$ cat config.mk
export PLATFORM = sky130hd
export DESIGN_NAME = alu_issue_stage
export DESIGN_NICKNAME = d
export VERILOG_FILES = /design/src/rtl/alu_issue_stage.sv
export SDC_FILE = /design/constraint.sdc
export NUM_CORES = 1
export LEC_CHECK = 0
export CORE_UTILIZATION = 45
export DETAILED_ROUTE_END_ITERATION = 8
export PLACE_DENSITY = 0.95
export SLEW_MARGIN = 20
export SYNTH_ARGS = -nofsm -noshare
export SYNTH_HDL_FRONTEND = slang
export SYNTH_SLANG_ARGS = --single-unit
$ cat constraint.sdc
create_clock -name clk -period 5.4 [get_ports clk]
set_input_delay 1.08 -clock clk [delete_from_list [all_inputs] [get_ports clk]]
set_output_delay 1.08 -clock clk [all_outputs]
set_load 0.05 [all_outputs]
$ cat src/rtl/alu_issue_stage.sv
// Decode/issue slot for RV32I: turns one instruction plus its register read data into an
// ALU operand/operation bundle and holds it in a single valid/ready output register.
module alu_issue_stage #(
  parameter int XLEN           = 32,
  parameter int ALU_CTRL_WIDTH = 5
) (
  input  logic                      clk,
  input  logic                      rst,
  input  logic                      in_valid,
  output logic                      in_ready,
  input  logic [31:0]               in_instr,
  input  logic [XLEN-1:0]           in_pc,
  input  logic [XLEN-1:0]           in_rs1_data,
  input  logic [XLEN-1:0]           in_rs2_data,
  input  logic                      flush,
  output logic                      out_valid,
  input  logic                      out_ready,
  output logic [XLEN-1:0]           Operand1,
  output logic [XLEN-1:0]           Operand2,
  output logic [ALU_CTRL_WIDTH-1:0] Operation,
  output logic [4:0]                out_rd,
  output logic                      out_reg_we,
  output logic                      out_mem_re,
  output logic                      out_mem_we,
  output logic [2:0]                out_funct3,
  output logic [XLEN-1:0]           out_store_data,
  output logic                      out_is_branch,
  output logic                      out_is_jump,
  output logic [XLEN-1:0]           out_pc,
  output logic                      out_illegal
);

  localparam logic [6:0] OP_R      = 7'b0110011;
  localparam logic [6:0] OP_IMM    = 7'b0010011;
  localparam logic [6:0] OP_LOAD   = 7'b0000011;
  localparam logic [6:0] OP_STORE  = 7'b0100011;
  localparam logic [6:0] OP_AUIPC  = 7'b0010111;
  localparam logic [6:0] OP_JAL    = 7'b1101111;
  localparam logic [6:0] OP_JALR   = 7'b1100111;
  localparam logic [6:0] OP_LUI    = 7'b0110111;
  localparam logic [6:0] OP_BRANCH = 7'b1100011;

  logic [6:0] w_opcode;
  logic [2:0] w_funct3;
  logic [6:0] w_funct7;
  logic [4:0] w_rd;

  assign w_opcode = in_instr[6:0];
  assign w_funct3 = in_instr[14:12];
  assign w_funct7 = in_instr[31:25];
  assign w_rd     = in_instr[11:7];

  // Immediates built at 32 bits as signed values so the resize sign-extends to XLEN.
  logic signed [31:0] w_imm_i32, w_imm_s32, w_imm_u32, w_imm_j32;
  logic [XLEN-1:0]    w_imm_i, w_imm_s, w_imm_u, w_imm_j, w_shamt;

  assign w_imm_i32 = {{20{in_instr[31]}}, in_instr[31:20]};
  assign w_imm_s32 = {{20{in_instr[31]}}, in_instr[31:25], in_instr[11:7]};
  assign w_imm_u32 = {in_instr[31:12], 12'b0};
  assign w_imm_j32 = {{12{in_instr[31]}}, in_instr[19:12], in_instr[20], in_instr[30:21], 1'b0};
  assign w_imm_i   = XLEN'(w_imm_i32);
  assign w_imm_s   = XLEN'(w_imm_s32);
  assign w_imm_u   = XLEN'(w_imm_u32);
  assign w_imm_j   = XLEN'(w_imm_j32);
  assign w_shamt   = XLEN'(in_instr[24:20]);

  logic [4:0]      w_op;
  logic [XLEN-1:0] w_opnd1, w_opnd2;
  logic            w_rd_used, w_mem_re, w_mem_we, w_branch, w_jump, w_illegal;

  always_comb begin
    w_op      = 5'b00000;
    w_opnd1   = in_rs1_data;
    w_opnd2   = in_rs2_data;
    w_rd_used = 1'b0;
    w_mem_re  = 1'b0;
    w_mem_we  = 1'b0;
    w_branch  = 1'b0;
    w_jump    = 1'b0;
    w_illegal = 1'b0;
    case (w_opcode)
      OP_R: begin
        w_rd_used = 1'b1;
        w_op      = {1'b0, w_funct7[5], w_funct3};
        w_illegal = !((w_funct7 == 7'h00) ||
                      (w_funct7 == 7'h20 && (w_funct3 == 3'b000 || w_funct3 == 3'b101)));
      end
      OP_IMM: begin
        w_rd_used = 1'b1;
        if (w_funct3 == 3'b001) begin
          w_op      = 5'b00001;
          w_opnd2   = w_shamt;
          w_illegal = (w_funct7 != 7'h00);
        end else if (w_funct3 == 3'b101) begin
          w_op      = {1'b0, w_funct7[5], 3'b101};
          w_opnd2   = w_shamt;
          w_illegal = !(w_funct7 == 7'h00 || w_funct7 == 7'h20);
        end else begin
          w_op    = {2'b00, w_funct3};
          w_opnd2 = w_imm_i;
        end
      end
      OP_LOAD: begin
        w_rd_used = 1'b1;
        w_mem_re  = 1'b1;
        w_opnd2   = w_imm_i;
        w_illegal = (w_funct3 == 3'b011) || (w_funct3[2:1] == 2'b11);
      end
      OP_STORE: begin
        w_mem_we  = 1'b1;
        w_opnd2   = w_imm_s;
        w_illegal = (w_funct3 > 3'b010);
      end
      OP_AUIPC: begin
        w_rd_used = 1'b1;
        w_opnd1   = in_pc;
        w_opnd2   = w_imm_u;
      end
      OP_JAL: begin
        w_rd_used = 1'b1;
        w_jump    = 1'b1;
        w_opnd1   = in_pc;
        w_opnd2   = w_imm_j;
      end
      OP_JALR: begin
        w_rd_used = 1'b1;
        w_jump    = 1'b1;
        w_op      = 5'b11001;
        w_opnd2   = w_imm_i;
        w_illegal = (w_funct3 != 3'b000);
      end
      OP_LUI: begin
        w_rd_used = 1'b1;
        w_op      = 5'b11000;
        w_opnd1   = '0;
        w_opnd2   = w_imm_u;
      end
      OP_BRANCH: begin
        // Target arithmetic lives downstream; the ALU only compares rs1 against rs2.
        w_branch  = 1'b1;
        w_op      = {2'b10, w_funct3};
        w_illegal = (w_funct3 == 3'b010) || (w_funct3 == 3'b011);
      end
      default: w_illegal = 1'b1;
    endcase
    if (w_illegal) begin
      w_op      = 5'b00000;
      w_rd_used = 1'b0;
      w_mem_re  = 1'b0;
      w_mem_we  = 1'b0;
      w_branch  = 1'b0;
      w_jump    = 1'b0;
    end
  end

  logic w_load;
  assign in_ready = !out_valid || out_ready;
  assign w_load   = in_valid && in_ready && !flush;

  logic                      r_valid;
  logic [XLEN-1:0]           r_opnd1, r_opnd2, r_store_data, r_pc;
  logic [ALU_CTRL_WIDTH-1:0] r_op;
  logic [4:0]                r_rd;
  logic [2:0]                r_funct3;
  logic                      r_reg_we, r_mem_re, r_mem_we, r_branch, r_jump, r_illegal;

  always_ff @(posedge clk) begin
    if (rst) begin
      r_valid      <= 1'b0;
      r_opnd1      <= '0;
      r_opnd2      <= '0;
      r_store_data <= '0;
      r_pc         <= '0;
      r_op         <= '0;
      r_rd         <= '0;
      r_funct3     <= '0;
      r_reg_we     <= 1'b0;
      r_mem_re     <= 1'b0;
      r_mem_we     <= 1'b0;
      r_branch     <= 1'b0;
      r_jump       <= 1'b0;
      r_illegal    <= 1'b0;
    end else if (flush) begin
      r_valid <= 1'b0;
    end else if (w_load) begin
      r_valid      <= 1'b1;
      r_opnd1      <= w_opnd1;
      r_opnd2      <= w_opnd2;
      r_store_data <= w_mem_we ? in_rs2_data : '0;
      r_pc         <= in_pc;
      r_op         <= ALU_CTRL_WIDTH'(w_op);
      r_rd         <= w_rd_used ? w_rd : 5'd0;
      r_funct3     <= w_funct3;
      r_reg_we     <= w_rd_used && (w_rd != 5'd0);
      r_mem_re     <= w_mem_re;
      r_mem_we     <= w_mem_we;
      r_branch     <= w_branch;
      r_jump       <= w_jump;
      r_illegal    <= w_illegal;
    end else if (out_ready) begin
      // Consumed with nothing new: drop valid, leave the payload as it was.
      r_valid <= 1'b0;
    end
  end

  assign out_valid      = r_valid;
  assign Operand1       = r_opnd1;
  assign Operand2       = r_opnd2;
  assign Operation      = r_op;
  assign out_rd         = r_rd;
  assign out_reg_we     = r_reg_we;
  assign out_mem_re     = r_mem_re;
  assign out_mem_we     = r_mem_we;
  assign out_funct3     = r_funct3;
  assign out_store_data = r_store_data;
  assign out_is_branch  = r_branch;
  assign out_is_jump    = r_jump;
  assign out_pc         = r_pc;
  assign out_illegal    = r_illegal;

endmodule
# After elaboration in Yosys (flattened, before gate mapping)
# Cells that the tools add are included.
[word_totals]
wordCells = 84
out_inout_bits = 149
n_memories = 0
ramBits = 0
input_bits = 133
latch_bits = 0
reg_bits = 148
mem_bits_ro = 0
[op_classes]
eq_ne = 15
n_bitwise = 1
reduce_logical = 28
order_cmp = 1
add_sub_neg = 0
mux = 25
shifts = 0
div = 0
multipliers = 0
[op_table]
columns = ["operator", "n"]
rows = [
  ["one-hot mux 32 bit (5 select lines)", 1],
  ["2-to-1 mux 32 bit", 3],
  ["one-hot mux 32 bit (2 select lines)", 1],
  ["== test 7 x 6 -> 1 bit, second input constant", 4],
  ["one-hot mux 5 bit (5 select lines)", 1],
  ["== test 7 bit, second input constant", 3],
  ["== test 7 x 5 -> 1 bit, second input constant", 2],
  ["2-to-1 mux 1 bit", 14],
  ["2-to-1 mux 5 bit", 2],
  ["OR reduction 2 bit", 5],
  ["2-to-1 mux 4 bit", 2],
  ["== test 7 x 2 -> 1 bit, second input constant", 1],
  ["logical NOT 7 bit", 1],
  ["one-hot mux 1 bit (7 select lines)", 1],
  ["nonzero test 7 bit", 1],
  ["OR reduction 7 bit", 1],
  ["== test 3 x 2 -> 1 bit, second input constant", 2],
  ["logical OR 1 bit", 6],
  ["nonzero test 5 bit", 1],
  ["logical AND 1 bit", 4],
  ["logical NOT 1 bit", 4],
  ["== test 3 x 1 -> 1 bit, second input constant", 1],
  ["== test 3 bit, second input constant", 1],
  ["greater-than comparator 3 x 2 -> 1 bit, second input constant", 1],
  ["7 further kinds", 7],
]

# Logic depth before layout (Yosys ltp)
# Gate-level depths: netlist of the first run.
[logic_depth]
ltp_word = 8
ltp_mapped = 8
mapped_depth_nobuf = 6

# Worst setup path after synthesis of the first run
# OpenSTA, ideal clock, no wires.
[synth_timing]
path_kind = "input-to-reg"
startpoint = "input port out_ready"
endpoint = "register r_store_data[10], in the netlist out_store_data[10]"
setup_slack_ps = 2660
arrival_ps = 2679
stages = 8
setup_time_ps = 60
t_required_ps = 5340
n_path_buf = 2
cell_sequence = "nor2b_1 > inv_1 > nand3b_1 > a211oi_2 > and4_1 > buf_6 > buf_8 > a22o_1"
[synth_between]
elab_chain_len = 4
[synth_rtl]
columns = ["element", "line_no", "text"]
rows = [
  ["start: declaration", "17", "input logic out_ready,"],
  ["logical OR 1 bit", "157", "assign in_ready = !out_valid || out_ready;"],
  ["via in_ready", "10", "output logic in_ready,"],
  ["logical AND 1 bit (2 in a row)", "158", "assign w_load = in_valid && in_ready && !flush;"],
  ["AND reduction 2 bit (no line)", "--", ""],
  ["end signal: assignment", "189", "r_store_data <= w_mem_we ? in_rs2_data : '0;"],
  ["end: declaration", "161", "logic [XLEN-1:0] r_opnd1, r_opnd2, r_store_data, r_pc;"],
]
# The timed path passes the listed nets, and every way through them passes these cells.
# A chain may end at the register's enable or synchronous reset.

# Worst setup path in the final report of the first run
[layout_timing]
startpoint = "input port out_ready"
endpoint = "output port in_ready"
[layout_between]
elab_chain_len = 1
[layout_rtl]
columns = ["element", "line_no"]
rows = [
  ["logical OR 1 bit", "157"],
  ["end: declaration", "10"],
]
# Every way passes these cells.

==> results of run 1 <==
==> worst max-delay path, stage by stage <==
cell and delay, ns:
clkdlybuf4s50_1 0.40, nor2b_1 0.30, inv_1 0.12, clkdlybuf4s50_1 0.74
==> state kept, by name (all words and copies together) (netlist names) <==
signal / count
Operand1: 32
Operand2: 32
Operation: 5
out_funct3: 3
out_illegal: 1
out_is_branch: 1
out_is_jump: 1
out_mem_re: 1
out_mem_we: 1
out_pc: 32
out_rd: 5
out_reg_we: 1
out_store_data: 32
out_valid: 1
==> layout make-up <==
cell class / count / area, um2 / share of cell area (%)
flip-flops and latches: 148 / 2960 / 31.3
repair buffers: 289 / 2870 / 30.3
multi-input cells: 474 / 2780 / 29.4
clock buffers: 24 / 502 / 5.30
well taps: 172 / 215 / 2.27
clock inverters: 8 / 121 / 1.28
inverters: 3 / 11.3 / 0.119
==> stage by stage <==
step           cells  power, mW
2_1_floorplan    688       1.48
3_3_place_gp    1086       1.72
3_5_place_dp    1086       1.72
4_1_cts         1118       2.95
5_1_grt         1118       3.04
6_report        1118       2.95
==> worst max-delay path by stage <==
stage | start | endpoint | slack, ns | cells after the start
2_1_floorplan | out_ready | out_store_data[10] | 2.66 | 8
3_3_place_gp | in_instr[6] | Operand2[26] | 1.72 | 6
3_5_place_dp | in_instr[6] | Operand2[25] | 1.59 | 6
4_1_cts | out_ready | in_ready | 1.67 | 4
5_1_grt | out_ready | in_ready | 1.61 | 4
6_report | out_ready | in_ready | 1.67 | 4
==> cell usage after synthesis (2+ instances only) <==
master,instances
dfxtp_1,148
nand2_1,99
nor2_1,81
a21oi_1,48
nor3_1,47
a221oi_1,38
clkbuf_1,33
a22o_1,32
a211oi_1,20
a22oi_1,19
buf_2,18
o21ai_0,15
nand4_1,6
a21o_1,5
buf_1,5
nor2b_1,5
o211ai_1,5
a221o_1,4
a32oi_1,4
nand3b_1,4
buf_4,3
buf_8,3
inv_1,3
nand3_1,3
nor3_2,3
a21oi_2,2
and2_1,2
and3_1,2
nand2b_1,2
nor3b_2,2
nor4_1,2
o21bai_1,2
o22ai_1,2
o31ai_1,2
or4_1,2
==> where the power goes <==
part / total [mW] / switching [mW] / internal, mW / leakage, nW
Combinational: 0.545 / 0.332 / 0.213 / 1.92
Sequential: 1.16 / 0.0247 / 1.14 / 1.21
Clock: 1.24 / 0.451 / 0.787 / 0.306
==> logic make-up (layout without fill, tap and decap cells) <==
kind of cell / after synthesis / in the layout
AND/OR/NAND/NOR: 267 / 267
AO/OA/AOI/OAI: 205 / 205
flip-flops: 148 / 148
buffers and inverters: 66 / 324
XOR/XNOR: 1 / 1
multiplexers: 1 / 1
==> metal layers <==
layer / share of wire, % / wire, um / global-route usage [%] / up-vias
met4: 3.9 / 850 / 15.1 / 0
met5: 0 / 0 / 0 / -
met2: 49 / 10800 / 51.9 / 354
met3: 7.5 / 1650 / 6.98 / 63
met1: 39 / 8560 / 37.3 / 3078
li1: - / - / - / 3001
==> metrics.txt, run 1 <==
die span in y=about 120 um; Util after Layout=roughly three quarters; DP Worst Slack=roughly 1.6 ns; Setup CP Type=primary input to output port; complex-gate fraction of the synthesized area=24.9%; initial DRC count=between 700 and 800; async set-reset flop share out of synthesis=0%; ant diodes=0; commonest non-fill, non-tap cell in the layout=clkdlybuf4s50_1; syn_nets=around 820; Core Rows=between 40 and 50; Port-buffer cells=~280; Core Region=12,900 um2; Hold EP=out_pc[23]; layout cell share with drive strength beyond 1=around 5.6%; Post-synth EDFFs=0; CTS Buf Count=17; fin. max-slew vios=0; Post-Synth Adder-Cell Area=0%; final worst setup slack=approximately 1.7 ns; final period utilization=between 60 and 70%; most frequent cells in the layout=clkdlybuf4s50_1, dfxtp_1, nand2_1; R2R setup slack=2.83 ns; hold_ws=roughly 0.45 ns; First-pass DRT Iterations=5; Max-cap violations=0; Seq/Total Area, Yosys=between 40% and 50%; Setup Total Neg Slack=0 ns; flops & latches, synth=about 150; XOR/XNOR Fraction of Synth Area=0.145%; mux contribution to synthesized area=less than 1%; CTS sink cnt=about 150; total number of vias=roughly 6,500; DR vias/cell=about 5.8; Hold Vio Cnt, Final=0; CTS tree=done; hold_buf cts=0; r2r worst-path depth=6; clk_skew=between 0.006 and 0.007 ns; CTS resizes=0; setup bufs post-CTS=0; Power per Cell Area=between 300 and 400 nW/um2; Post-Syn Instances=688; dpl hpwl=~15 mm; die width=118 um; H-tree depth=4; # DRC=0; Critical Path Start Type=primary input; Post-DP Area=a little under 9000 um2; Synth area leaders=dfxtp_1, nand2_1, a221oi_1, nor2_1, a22o_1; Worst EP arrival=approximately 2.7 ns; main combinational cell family by area after synthesis=compound AO/OA/AOI/OAI gates; global route overflow=0; share of the synthesized area in the top cell type=between 40% and 50%; Tightest Pin Transition=1.04 ns; worst-skew pair later-pin latency=between 0.4 and 0.5 ns; worst flop-to-flop path endpoint=Operand2[25]; vias in the first global route=between 6,000 and 7,000; Synth Area in Simple Gates=between 20% and 30%; Worst Setup End Kind=output port; worst hold-check path type=flop to flop; CP Max Fanout=3; largest net degree at the start of global routing=87; post-route cell area=9460 um2; routed length per placed instance=a little under 20 um; status=complete, no violations; global-route usage over all layers=31.0%; root buf cell=clkbuf_16; Area Growth Syn to Fin=56.6%; WP data required=around 4.3 ns; initial core utilization=around 47%; ys flop type=dfxtp_1; unrepaired setup endpoints after global routing=false; clk buf depth=2; syn avg cell area=8.78 um2; drt total wl=21.8 mm; LEAKAGE=between 3 and 4 nW; Fmax=~0.27 GHz; Tmin final=about 3.7 ns; Synth Warn #=0; area leader, netlist=dfxtp_1; antenna viol nets, final=0; die footprint=~14,000 um2; I/O Pins=approximately 280; Setup Viol. Count Final=0; min-delay src=out_pc[23]; global-route wire length before repair=33.9 mm; Slew headroom=30.4%; synthesized area=between 6000 and 7000 um2; hold-critical path depth=2; final RePlAce weighted congestion=around 0.92; fill cell count=~930; net total in the final layout=roughly 1,100; Yosys cell types=52; RR Startpoint=out_valid; Max IR drop VDD=about 0.00019 V; Clock Pin Slew Worst Setup and Hold Paths=0.05 ns; antenna violations before repair=0
Power figures use the tool's default switching activity.
==> run 2, diff against run 1 <==
CORE_UTILIZATION = 37   (was 45)
PLACE_DENSITY = 0.87   (was 0.95)
clock period = 3.3 ns   (was 5.4 ns; I/O delays follow)
==> run 2 against run 1 <==
  * Clock skew increased by 0.0024 ns
  * Sequential share of layout area decreased by 0.61 points
  * Core utilization decreased by 13 points
  * Hold slack got worse by 0.0014 ns
  * Largest cell class is now buffers
  * Largest power group unchanged
==> metrics.txt, run 2 (synthesized netlist as in run 1, its figures left out) <==
status=complete, no violations; CTS tree=done; I/O Pins=282 (unchanged); most frequent cells in the layout=clkdlybuf4s50_1, dfxtp_1, nand2_1; total number of vias=6,521 (+0.38%); Area Growth Syn to Fin=59.7%; routed length per placed instance=18.7 um (-4.4%); Worst Setup End Kind=output port; worst-skew pair later-pin latency=0.43 ns (about the same); Fmax=approximately 0.36 GHz; worst hold-check path type=flop to flop; Worst EP arrival=2.15 ns (-0.50 ns); CP Max Fanout=3 (unchanged); hold_buf cts=0 (unchanged); Hold Vio Cnt, Final=0 (unchanged); net total in the final layout=1,080 (+1.3%); Max-cap violations=0 (unchanged); CTS sink cnt=148 (unchanged); setup bufs post-CTS=0 (unchanged); Setup Total Neg Slack=0 ns (unchanged); global-route wire length before repair=32.4 mm (-4.4%); Setup Viol. Count Final=0 (unchanged); die width=130 um (+10%); die footprint=16,800 um2 (+21%); dpl hpwl=15.3 mm (+3.8%); antenna viol nets, final=0 (unchanged); fin. max-slew vios=0 (unchanged); First-pass DRT Iterations=5 (unchanged); die span in y=130 um (+10%); largest net degree at the start of global routing=58 (-33%); global-route usage over all layers=25.2% (-5.8 points); initial core utilization=37.9% (-9.0 points); Tmin final=approximately 2.8 ns; Core Rows=46 (+12%); Max IR drop VDD=0.000362 V (+92%); CTS Buf Count=17 (unchanged); # DRC=0 (unchanged); Core Region=15,900 um2 (+24%); initial DRC count=507 (-35%); final period utilization=85.3%; Critical Path Start Type=primary input; CTS resizes=0 (unchanged); Tightest Pin Transition=1.04 ns (-0.00654 ns); clk buf depth=2 (unchanged); LEAKAGE=3.51 nW (+2.1%); post-route cell area=9650 um2 (+2.0%); Clock Pin Slew Worst Setup and Hold Paths=0.06 ns (about the same); Power per Cell Area=501 nW/um2 (+61%); unrepaired setup endpoints after global routing=false; Post-DP Area=9040 um2 (+2.2%); vias in the first global route=6,038 (-0.43%); root buf cell=clkbuf_16; DR vias/cell=5.55 (-4.6%); H-tree depth=4 (unchanged); ant diodes=0 (unchanged); drt total wl=22.0 mm (+0.60%); global route overflow=0 (unchanged); clk_skew=0.00932 ns (+0.00237 ns); fill cell count=1,382 (+48%); Setup CP Type=primary input to output port; commonest non-fill, non-tap cell in the layout=clkdlybuf4s50_1; Slew headroom=30.7% (+0.27 points); antenna violations before repair=0 (unchanged); Port-buffer cells=281 (unchanged); final RePlAce weighted congestion=0.951 (+3.7%); WP data required=2.64 ns (-1.68 ns); layout cell share with drive strength beyond 1=7.19% (+1.6 points)
run 2: path summary, 6_finish.rpt:
check	start	to	slack [ns]	depth (start not counted)
max	out_ready	in_ready	0.49	4
min	out_rd[1]	out_rd[1]	0.45	2
max reg2reg	out_valid	Operand2[29]	1.33	5
min reg2reg	out_rd[1]	out_rd[1]	0.45	2
run 2: metal layers:
layer	wire [um]	vias to the layer above	global-route usage, %
li1	-	3041	-
met4	769	0	13.2
met2	10600	331	41.9
met5	0	-	0
met3	1680	55	5.41
met1	8880	3094	30.7
run 2: critical path: stages:
cell and delay [ns]:
clkdlybuf4s50_1 0.39, nor2b_1 0.27, inv_1 0.11, clkdlybuf4s50_1 0.72
run 2: where the power goes:
part           switching [mW]  internal, mW  total [mW]
sequential             0.0374          1.86        1.90
clock                   0.876          1.15        2.03
combinational           0.547         0.360       0.907
run 2: cell type report:
type	count	area, um2	area share, %
Timing Repair Buffer	303	3010	31.2
Sequential cell	148	2960	30.7
Multi-Input combinational cell	474	2780	28.8
Clock buffer	17	425	4.41
Tap cell	216	270	2.80
Clock inverter	15	189	1.96
Inverter	3	11.3	0.117
run 2: metrics by stage:
stage	utilization, %	setup slack (ns)	hold slack, ns	power [mW]	instances
after CTS	60.5	0.487	0.456	4.86	1176
final	60.5	0.486	0.452	4.83	1176
after global placement	56.7	0.385	0.434	2.83	1144
after detailed placement	56.7	0.312	0.441	2.84	1144
after floorplan	-	0.980	0.671	2.43	688
after global routing	60.5	0.432	0.471	5.00	1176
